### src/rtl/data_access_unit_if.sv
// data_access_unit_if: request/response handshake between the execute stage and the load/store unit.
interface data_access_unit_if;
    logic        req_valid;
    logic        req_ready;
    logic        req_write;
    logic [2:0]  req_funct3;
    logic [31:0] req_addr;
    logic [31:0] req_wdata;
    logic        resp_valid;
    logic [31:0] resp_rdata;
    logic        resp_error;
    modport master (
        output req_valid, req_write, req_funct3, req_addr, req_wdata,
        input  req_ready, resp_valid, resp_rdata, resp_error
    );
    modport slave (
        input  req_valid, req_write, req_funct3, req_addr, req_wdata,
        output req_ready, resp_valid, resp_rdata, resp_error
    );
endinterface

### src/rtl/data_access_unit.sv
// data_access_unit: RV32 load/store unit; splits word-crossing accesses into two aligned memory cycles.
module data_access_unit #(
    parameter int DATA_BITS = 16
) (
    input  logic                 clock,
    input  logic                 reset,
    data_access_unit_if.slave    req,
    output logic [DATA_BITS-3:0] mem_address,
    output logic [3:0]           mem_byteena,
    output logic [31:0]          mem_data,
    output logic                 mem_wren,
    input  logic [31:0]          mem_q
);
    localparam int AW = DATA_BITS - 2;
    typedef enum logic [1:0] {IDLE, ACC0, ACC1, DONE} state_e;
    state_e                 state_q, state_d;
    logic                   write_q, write_d;
    logic                   err_q, err_d;
    logic [2:0]             funct3_q, funct3_d;
    logic [DATA_BITS-1:0]   addr_q, addr_d;
    logic [31:0]            wdata_q, wdata_d, lo_q, lo_d, hi_q, hi_d;
    logic [1:0]             off;
    logic [AW-1:0]          word;
    logic [3:0]             size_mask;
    logic [7:0]             m8;
    logic [63:0]            s64, ld64;
    logic [31:0]            ld;
    logic                   bad;
    logic                   unused_addr;
    assign unused_addr = ^req.req_addr[31:DATA_BITS];
    always_comb begin
        off       = addr_q[1:0];
        word      = addr_q[DATA_BITS-1:2];
        size_mask = funct3_q[1:0] == 2'b00 ? 4'b0001 : funct3_q[1:0] == 2'b01 ? 4'b0011 : 4'b1111;
        m8        = {4'b0000, size_mask} << off;
        s64       = {32'b0, wdata_q} << {off, 3'b000};
        ld64      = {hi_q, lo_q} >> {off, 3'b000};
        ld        = funct3_q[1:0] == 2'b00 ? {{24{~funct3_q[2] & ld64[7]}}, ld64[7:0]} :
                    funct3_q[1:0] == 2'b01 ? {{16{~funct3_q[2] & ld64[15]}}, ld64[15:0]} : ld64[31:0];
        // size 11 is never legal; stores also reject any funct3 with bit 2 set
        bad       = (req.req_funct3[1:0] == 2'b11) |
                    (req.req_write ? req.req_funct3[2] : req.req_funct3[2:1] == 2'b11);
    end
    always_comb begin
        state_d         = state_q;
        write_d         = write_q;
        err_d           = err_q;
        funct3_d        = funct3_q;
        addr_d          = addr_q;
        wdata_d         = wdata_q;
        lo_d            = lo_q;
        hi_d            = hi_q;
        req.req_ready   = 1'b0;
        req.resp_valid  = 1'b0;
        req.resp_rdata  = 32'b0;
        req.resp_error  = 1'b0;
        mem_address     = '0;
        mem_byteena     = 4'b0;
        mem_data        = 32'b0;
        mem_wren        = 1'b0;
        case (state_q)
            IDLE: begin
                req.req_ready = 1'b1;
                if (req.req_valid) begin
                    write_d  = req.req_write;
                    funct3_d = req.req_funct3;
                    addr_d   = req.req_addr[DATA_BITS-1:0];
                    wdata_d  = req.req_wdata;
                    err_d    = bad;
                    state_d  = bad ? DONE : ACC0;
                end
            end
            ACC0: begin
                mem_address = word;
                mem_byteena = m8[3:0];
                mem_data    = s64[31:0];
                mem_wren    = write_q;
                lo_d        = write_q ? lo_q : mem_q;
                state_d     = |m8[7:4] ? ACC1 : DONE;
            end
            ACC1: begin
                mem_address = word + AW'(1);
                mem_byteena = m8[7:4];
                mem_data    = s64[63:32];
                mem_wren    = write_q;
                hi_d        = write_q ? hi_q : mem_q;
                state_d     = DONE;
            end
            default: begin
                req.resp_valid = 1'b1;
                req.resp_error = err_q;
                req.resp_rdata = (write_q | err_q) ? 32'b0 : ld;
                state_d        = IDLE;
            end
        endcase
        if (reset) begin
            {req.req_ready, req.resp_valid, req.resp_error, req.resp_rdata} = '0;
            {mem_address, mem_byteena, mem_data, mem_wren} = '0;
        end
    end
    always_ff @(posedge clock) begin
        if (reset) begin
            state_q  <= IDLE;
            write_q  <= 1'b0;
            err_q    <= 1'b0;
            funct3_q <= 3'b0;
            addr_q   <= '0;
            wdata_q  <= 32'b0;
            lo_q     <= 32'b0;
            hi_q     <= 32'b0;
        end else begin
            state_q  <= state_d;
            write_q  <= write_d;
            err_q    <= err_d;
            funct3_q <= funct3_d;
            addr_q   <= addr_d;
            wdata_q  <= wdata_d;
            lo_q     <= lo_d;
            hi_q     <= hi_d;
        end
    end
endmodule

### src/flat_wrapper.sv
// flat-port wrapper written by rule: the top's interface ports become plain ports
module data_access_unit_flat 
#(
    parameter int DATA_BITS = 16
)
  (clock, reset, mem_address, mem_byteena, mem_data, mem_wren, mem_q, req_req_valid, req_req_write, req_req_funct3, req_req_addr, req_req_wdata, req_req_ready, req_resp_valid, req_resp_rdata, req_resp_error);
  data_access_unit_if req_i ();
  input  logic clock;
  input  logic reset;
  output logic [DATA_BITS-3:0] mem_address;
  output logic [3:0] mem_byteena;
  output logic [31:0] mem_data;
  output logic mem_wren;
  input  logic [31:0] mem_q;
  input wire logic [$bits(req_i.req_valid)-1:0] req_req_valid;
  input wire logic [$bits(req_i.req_write)-1:0] req_req_write;
  input wire logic [$bits(req_i.req_funct3)-1:0] req_req_funct3;
  input wire logic [$bits(req_i.req_addr)-1:0] req_req_addr;
  input wire logic [$bits(req_i.req_wdata)-1:0] req_req_wdata;
  output wire logic [$bits(req_i.req_ready)-1:0] req_req_ready;
  output wire logic [$bits(req_i.resp_valid)-1:0] req_resp_valid;
  output wire logic [$bits(req_i.resp_rdata)-1:0] req_resp_rdata;
  output wire logic [$bits(req_i.resp_error)-1:0] req_resp_error;
  assign req_i.req_valid = req_req_valid;
  assign req_i.req_write = req_req_write;
  assign req_i.req_funct3 = req_req_funct3;
  assign req_i.req_addr = req_req_addr;
  assign req_i.req_wdata = req_req_wdata;
  assign req_req_ready = req_i.req_ready;
  assign req_resp_valid = req_i.resp_valid;
  assign req_resp_rdata = req_i.resp_rdata;
  assign req_resp_error = req_i.resp_error;
  data_access_unit #(.DATA_BITS(DATA_BITS)) u_core (.clock(clock), .reset(reset), .req(req_i), .mem_address(mem_address), .mem_byteena(mem_byteena), .mem_data(mem_data), .mem_wren(mem_wren), .mem_q(mem_q));
endmodule
### config.mk
export PLATFORM = sky130hd
export DESIGN_NAME = data_access_unit_flat
export DESIGN_NICKNAME = d
export VERILOG_FILES = /design/src/rtl/data_access_unit_if.sv /design/src/rtl/data_access_unit.sv /design/src/flat_wrapper.sv
export SDC_FILE = /design/constraint.sdc
export NUM_CORES = 1
export LEC_CHECK = 0
export BUFFER_PORTS_ARGS = -buffer_cell sky130_fd_sc_hd__buf_2
export CAP_MARGIN = 20
export CORE_MARGIN = 2
export CORE_UTILIZATION = 53
export DETAILED_ROUTE_END_ITERATION = 12
export PLACE_DENSITY_LB_ADDON = 0.3
export SYNTH_ARGS = -nofsm -noshare
export SYNTH_HDL_FRONTEND = slang
export SYNTH_SLANG_ARGS = --single-unit
### constraint.sdc
create_clock -name clock -period 2.15 [get_ports clock]
set_clock_uncertainty 0.05 [all_clocks]
set_input_delay 0 -clock clock [delete_from_list [all_inputs] [get_ports clock]]
set_output_delay 0 -clock clock [all_outputs]
set_load 0.005 [all_outputs]
After elaboration in Yosys (flattened, before gate mapping)
Index checks and enable logic that the tools add are counted.
{"block": "word_totals", "register_bits": 119, "elab_cells": 58, "out_inout_bits": 86}
{"block": "classes", "n_shift": 3, "reduce_logical": 8, "bitwise": 6, "n_mux": 26, "n_eq_ne": 6, "n_addsub": 1}
{"operator": "32-bit two-way mux", "count": 6}
{"operator": "32-bit case mux with 2 select lines", "count": 1}
{"operator": "32-bit by 5-bit << shifter with 64-bit output", "count": 1}
{"operator": "64-bit by 5-bit right shift with 32-bit output", "count": 1}
{"operator": "14-bit case mux with 2 select lines", "count": 1}
{"operator": "14-bit by 1-bit adder with 14-bit output, second input constant", "count": 1}
{"operator": "14-bit two-way mux", "count": 1}
{"operator": "4-bit two-way mux", "count": 3}
{"operator": "1-bit two-way mux", "count": 10}
{"operator": "4-bit case mux with 2 select lines", "count": 1}
{"operator": "4-bit by 2-bit << shifter with 8-bit output", "count": 1}
{"operator": "2-bit == test, second input constant", "count": 3}
{"operator": "2-bit case mux with 3 select lines", "count": 1}
{"operator": "2-bit AND reduction", "count": 3}
{"operator": "2-bit by 1-bit == test with 1-bit output, second input constant", "count": 2}
{"operator": "2-bit logical NOT", "count": 2}
{"operator": "2-bit two-way mux", "count": 2}
{"operator": "4-bit OR reduction", "count": 1}
{"operator": "3-bit OR reduction", "count": 1}
{"operator": "1-bit AND", "count": 2}
{"operator": "2-bit inequality test, second input constant", "count": 1}
{"operator": "1-bit inverter", "count": 2}
{"operator": "1-bit OR", "count": 2}
{"operator": "2-bit OR reduction", "count": 1}

Logic depth before layout (Yosys ltp)
{"block": "logic_depth", "word_depth": 7, "depth_mapped": 8}

Least setup slack after synthesis
No wires, ideal clock.
{"block": "synth_path", "path_kind": "reg-to-output", "from": "register u_core.state_q[0]", "to": "output mem_address[12]", "slack_ns": 0.449, "t_required_ns": 2.100, "stages_incl_launch_ff": 8, "arrival_time_ns": 1.651, "cell_sequence": "dfxtp_1 -> inv_1 -> ha_1 -> nor2b_1 -> and2_1 -> clkbuf_1 -> a41oi_1 -> a31oi_1"}
{"block": "synth_between", "elab_chain_cells": 3, "elab_cells_between_ends": 4, "cone_classes": "2 x eq/ne; 2 x mux"}
{"element": "start: declaration", "line": "data_access_unit.sv:16", "rtl": "state_e state_q, state_d;"}
{"element": "start signal: assignment", "line": "data_access_unit.sv:112", "rtl": "state_q <= state_d;"}
{"element": "2-bit == test or 2-bit by 1-bit == test with 1-bit output (tied branches)", "line": "data_access_unit.sv:61", "rtl": "case (state_q)"}
{"element": "14-bit case mux with 2 select lines (*)", "line": "data_access_unit.sv:61"}
{"element": "14-bit two-way mux (*)", "line": "data_access_unit.sv:96", "rtl": "if (reset) begin"}
{"element": "end: declaration", "line": "flat_wrapper.sv:10", "rtl": "output logic [DATA_BITS-3:0] mem_address;"}
Every way passes the cells marked *; elsewhere a longest branch is shown, timed or not.

Final worst setup path
{"block": "layout_path", "from": "register u_core.addr_q[0]", "to": "output req_resp_rdata[31]"}
{"block": "layout_between", "elab_chain_cells": 7, "elab_cells_between_ends": 8, "cone_classes": "1 x shift; 5 x mux; 2 x bitwise"}
{"element": "start: declaration", "line": "data_access_unit.sv:20", "rtl": "logic [DATA_BITS-1:0] addr_q, addr_d;"}
{"element": "start signal: assignment", "line": "data_access_unit.sv:116", "rtl": "addr_q <= addr_d;"}
{"element": "64-bit by 5-bit right shift with 32-bit output (*)", "line": "data_access_unit.sv:37", "rtl": "ld64 = {hi_q, lo_q} >> {off, 3'b000};"}
{"element": "1-bit AND", "line": "data_access_unit.sv:39", "rtl": "funct3_q[1:0] == 2'b01 ? {{16{~funct3_q[2] & ld64[15]}}, ld64[15:0]} : ld64[31:0];"}
{"element": "32-bit two-way mux", "line": "data_access_unit.sv:39"}
{"element": "32-bit two-way mux (*)", "line": "data_access_unit.sv:38", "rtl": "ld = funct3_q[1:0] == 2'b00 ? {{24{~funct3_q[2] & ld64[7]}}, ld64[7:0]} :"}
{"element": "32-bit two-way mux (*)", "line": "data_access_unit.sv:92", "rtl": "req.resp_rdata = (write_q | err_q) ? 32'b0 : ld;"}
{"element": "32-bit two-way mux (*)", "line": "data_access_unit.sv:61"}
{"element": "32-bit two-way mux (*)", "line": "data_access_unit.sv:96"}
{"element": "end: declaration", "line": "flat_wrapper.sv:22", "rtl": "output wire logic [$bits(req_i.resp_rdata)-1:0] req_resp_rdata;"}
Marked as above.

==> metrics.md <==
| Metric | Value |
|---|---|
| Fillcell total | `872` |
| Vias in the first global route | `6554` |
| Initial Util | `54.5%` |
| Largest net degree at the start of global routing | `63` |
| M1 GR Usage | `42.9%` |
| CTS tree | `yes` |
| Ys Warns | `0` |
| Final hold violations | `0` |
| Final Wtd Congestion | `between 0.9 and 1` |
| Total wire length | `21000 µm` |
| R2R setup slack | `210 ps` |
| Critical Path RT | `2100 ps` |
| Synth async-reset ratio | `0%` |
| IO Pins | `~190` |
| GR peak layer | `met2` |
| Synth Register Bits | `111` |
| Buffers & Inverters on Critical Path | `2` |
| Clock-pin slew on the worst setup and hold paths | `approximately 70 ps` |
| Clock Power Share | `between 20% and 30%` |
| Area contributors post-synth | `dfxtp_1 34%, nand2_1 15%, a21oi_1 10%, mux4_2 9.9%, mux2i_1 5.2%` |
| Worst path cell trace | `mux4_2, nand2_4, nor3b_4, buf_6, a21oi_1, buf_2` |
| DRC Markers | `0` |
| Hold Path End | `u_core.lo_q[15]` |
| Pleak | `3.57 nW` |
| RSZ-0062 raised after global routing | `yes` |
| Placed cell areas | `roughly 0.0076 mm²` |
| Max-Slew Margin vs Limit | `55.5%` |
| DIE WIDTH | `115 µm` |
| Global Route met3 Usage | `between 4 and 5%` |
| Area delta synth->final | `38.1%` |
| P_int | `4.92 mW` |
| Final Critical Period | `2100 ps` |
| 1st-iter DRT viols | `838` |
| # nets final | `1203` |
| Clock root cell | `clkbuf_16` |
| Commonest non-fill, non-tap cell in the layout | `nand2_1` |
| Crit start category | `flip-flop` |
| Footprint of the multi-input gates | `between 0.004 and 0.005 mm²` |
| R2R Path Start | `u_core.state_q[0]` |
| Final setup violation count | `0` |
| Switching Fraction | `38.2%` |
| Avg Inst Size Synth | `7.69 µm²` |
| Power Dens Cells | `878 mW/mm²` |
| CP max FO | `8` |
| Outcome | `complete, no violations` |
| Placed Cells | `1149` |
| Kind of critical path | `flip-flop to primary output` |
| Final Instance Area | `0.00907 mm²` |
| DRT Pass-1 Iters | `5` |
| GR Overflow Total | `0` |
| CP endpoint kind | `primary output` |
| Prevailing post-synth register cell | `dfxtp_1` |
| Most frequent cells in the layout | `257 x nand2_1, 171 x buf_2, 137 x a21oi_1, 107 x dfxtp_1, 95 x dlygate4sd3_1` |
| # clock sinks | `111` |
| Slew of the pin with the lowest slew margin | `668 ps` |
| Final worst-path cycle share | `97.4%` |
| Hold crit path type | `primary input to flip-flop` |
| Critical Path Max Stage Delay | `approximately 550 ps` |
| Top cell type's share of synthesized area | `33.8%` |
| Cell taking the most area after synthesis | `dfxtp_1` |
| Die Span Y | `115 µm` |
| Total CTS buffers | `9` |
| Seq pwr share | `37.4%` |
| Min-Delay Startpoint | `reset` |
| Comb pwr share | `between 40% and 50%` |
| Antenna violations before repair | `1` |
| Slew Limit Fails | `0` |
| WHS | `about 250 ps` |
| Highest-delay cell along the critical path | `mux4_2` |
| EDFF count, synth | `0` |
| Routed vias/inst | `approximately 5.7` |
| Family with the most delay on the worst path | `multiplexers` |
| Clk_lat worst skew | `350 ps` |
| Core area | `0.0121 mm²` |
| DIE AREA | `about 0.013 mm²` |
| Wire length of the first global-routing pass | `32400 µm` |
| DPL Wire Length | `13400 µm` |
| Dpl ws | `170 ps` |
| Routed via count | `7237` |
| Sequential cell area fraction in the yosys report | `around 34%` |
| CTS max path bufs | `2` |
| PortBufs | `172` |
| Final Worst Setup Slack | `54.9 ps` |
| Non-filler cells in the finished layout | `1269` |
| Hold path depth | `3` |
| Tot GR Track Use | `a little under a third` |
| F_max | `between 0.4 and 0.5 GHz` |
| H-tree Lvls | `3` |
| Wirelength per Cell | `roughly 17 µm` |
| Syn Nets | `963` |
| Max rail drop VDD | `0.000617 V` |
| Sequential cell area | `0.00223 mm²` |
| Synthesized cell area | `~0.0066 mm²` |
| Post-Syn Instances | `854` |
| Worst r2r path cells | `6` |
| ANT nets after route | `0` |
| Unique masters post-synth | `49` |
| Row Count | `40` |
| Reg-to-reg endpoint | `u_core.addr_q[6]` |
| Routing usage on met2 | `48.3%` |
| WP data arrival | `2050 ps` |
| Sw power | `just over 3 mW` |
| Layout cell share with drive strength beyond 1 | `26.8%` |
| Max_cap viols | `0` |
-- what timing repair did --
| item | in CTS | in global routing |
|---|---|---|
| hold endpoints to repair | 110 | 0 |
| cloned | 1 | 1 |
| hold buffers | 95 | 0 |
| resized for setup | 18 | 19 |
| buffers inserted | 1 | 4 |
| pin swaps | 0 | 0 |
| endpoints found under the setup margin | 62 | 46 |
-- routing by layer --
metal	vias up	wire [µm]
met5	-	0
met4	0	524
met3	49	1800
met2	378	9750
met1	3351	8900
li1	3459	-
-- how the worst max path moves through the flow --
stage,from,endpoint,slack (ps),depth (start not counted)
6_report,u_core.addr_q[0],req_resp_rdata[31],50,6
5_1_grt,u_core.state_q[0],mem_byteena[0],-30,8
4_1_cts,u_core.state_q[0],mem_byteena[0],10,8
3_5_place_dp,u_core.state_q[0],mem_data[23],170,7
3_3_place_gp,u_core.state_q[0],mem_data[19],210,7
2_1_floorplan,u_core.state_q[0],mem_address[12],450,7
-- Yosys cell counts, types with 4 or more instances --
cell         n
nand2_1    260
a21oi_1    137
dfxtp_1    111
clkbuf_1    49
nor2_1      42
mux2i_1     34
mux4_2      29
o21ai_0     22
and3_1      12
buf_2       12
nand3_1     12
a21oi_2     10
a211oi_1     9
a22oi_1      8
a31oi_1      8
mux2_2       8
nand2b_1     8
o22a_1       8
o2bb2ai_1    8
nor2b_1      7
buf_4        6
ha_1         6
buf_1        5
a22o_1       4
and2_1       4
inv_1        4
nor3_1       4
-- worst reg2reg max path, stage by stage (launching register included) --
cell and delay, ps:
dfxtp_4 360, inv_1 120, ha_4 180, and2_4 330, nand2_1 90, a21oi_1 160, dlygate4sd3_1 600
-- final cells by class --
class                   count  area share [%]
clock inverters             5           0.690
inverters                   4           0.165
diodes                      2          0.0552
clock buffers              11            2.91
repair buffers            301            24.1
multi-input cells         667            45.2
well taps                 168            2.32
flip-flops and latches    111            24.6
-- power groups by stage --
stage | Sequential [mW] | Combinational, mW | Clock, mW
after floorplan | 2.81 | 2.05 | 0
after global routing | 3.02 | 3.47 | 1.91
after global placement | 2.97 | 2.71 | 0
after detailed placement | 2.99 | 2.76 | 0
final | 2.98 | 3.18 | 1.80
after CTS | 2.94 | 3.04 | 1.82
-- sequential cells by signal, summed over array words and instances (netlist names) --
signal	count
u_core.addr_q	16
u_core.err_q	1
u_core.funct3_q	3
u_core.hi_q	24
u_core.lo_q	32
u_core.state_q	2
u_core.wdata_q	32
u_core.write_q	1
-- cells by family after synthesis --
family,after synthesis,synth area share (%)
adders and majority gates,6,1.14
and+or+nand+nor,362,23.1
xor gates and xnor gates,2,0.267
DFF,111,33.8
AOI/OAI and AO/OA,225,20.1
muxes,71,16.5
buffers and inverters,77,5.08
-- through the flow --
step	total power [mW]	util, %	TNS, ps
detailed placement	5.75	63.0	0
global route	8.40	75.2	-34.0
floorplan	4.86	-	0
CTS	7.80	74.2	0
finish	7.97	75.2	0
global placement	5.68	63.0	0
No activity file was read; power rests on OpenSTA's default activity.
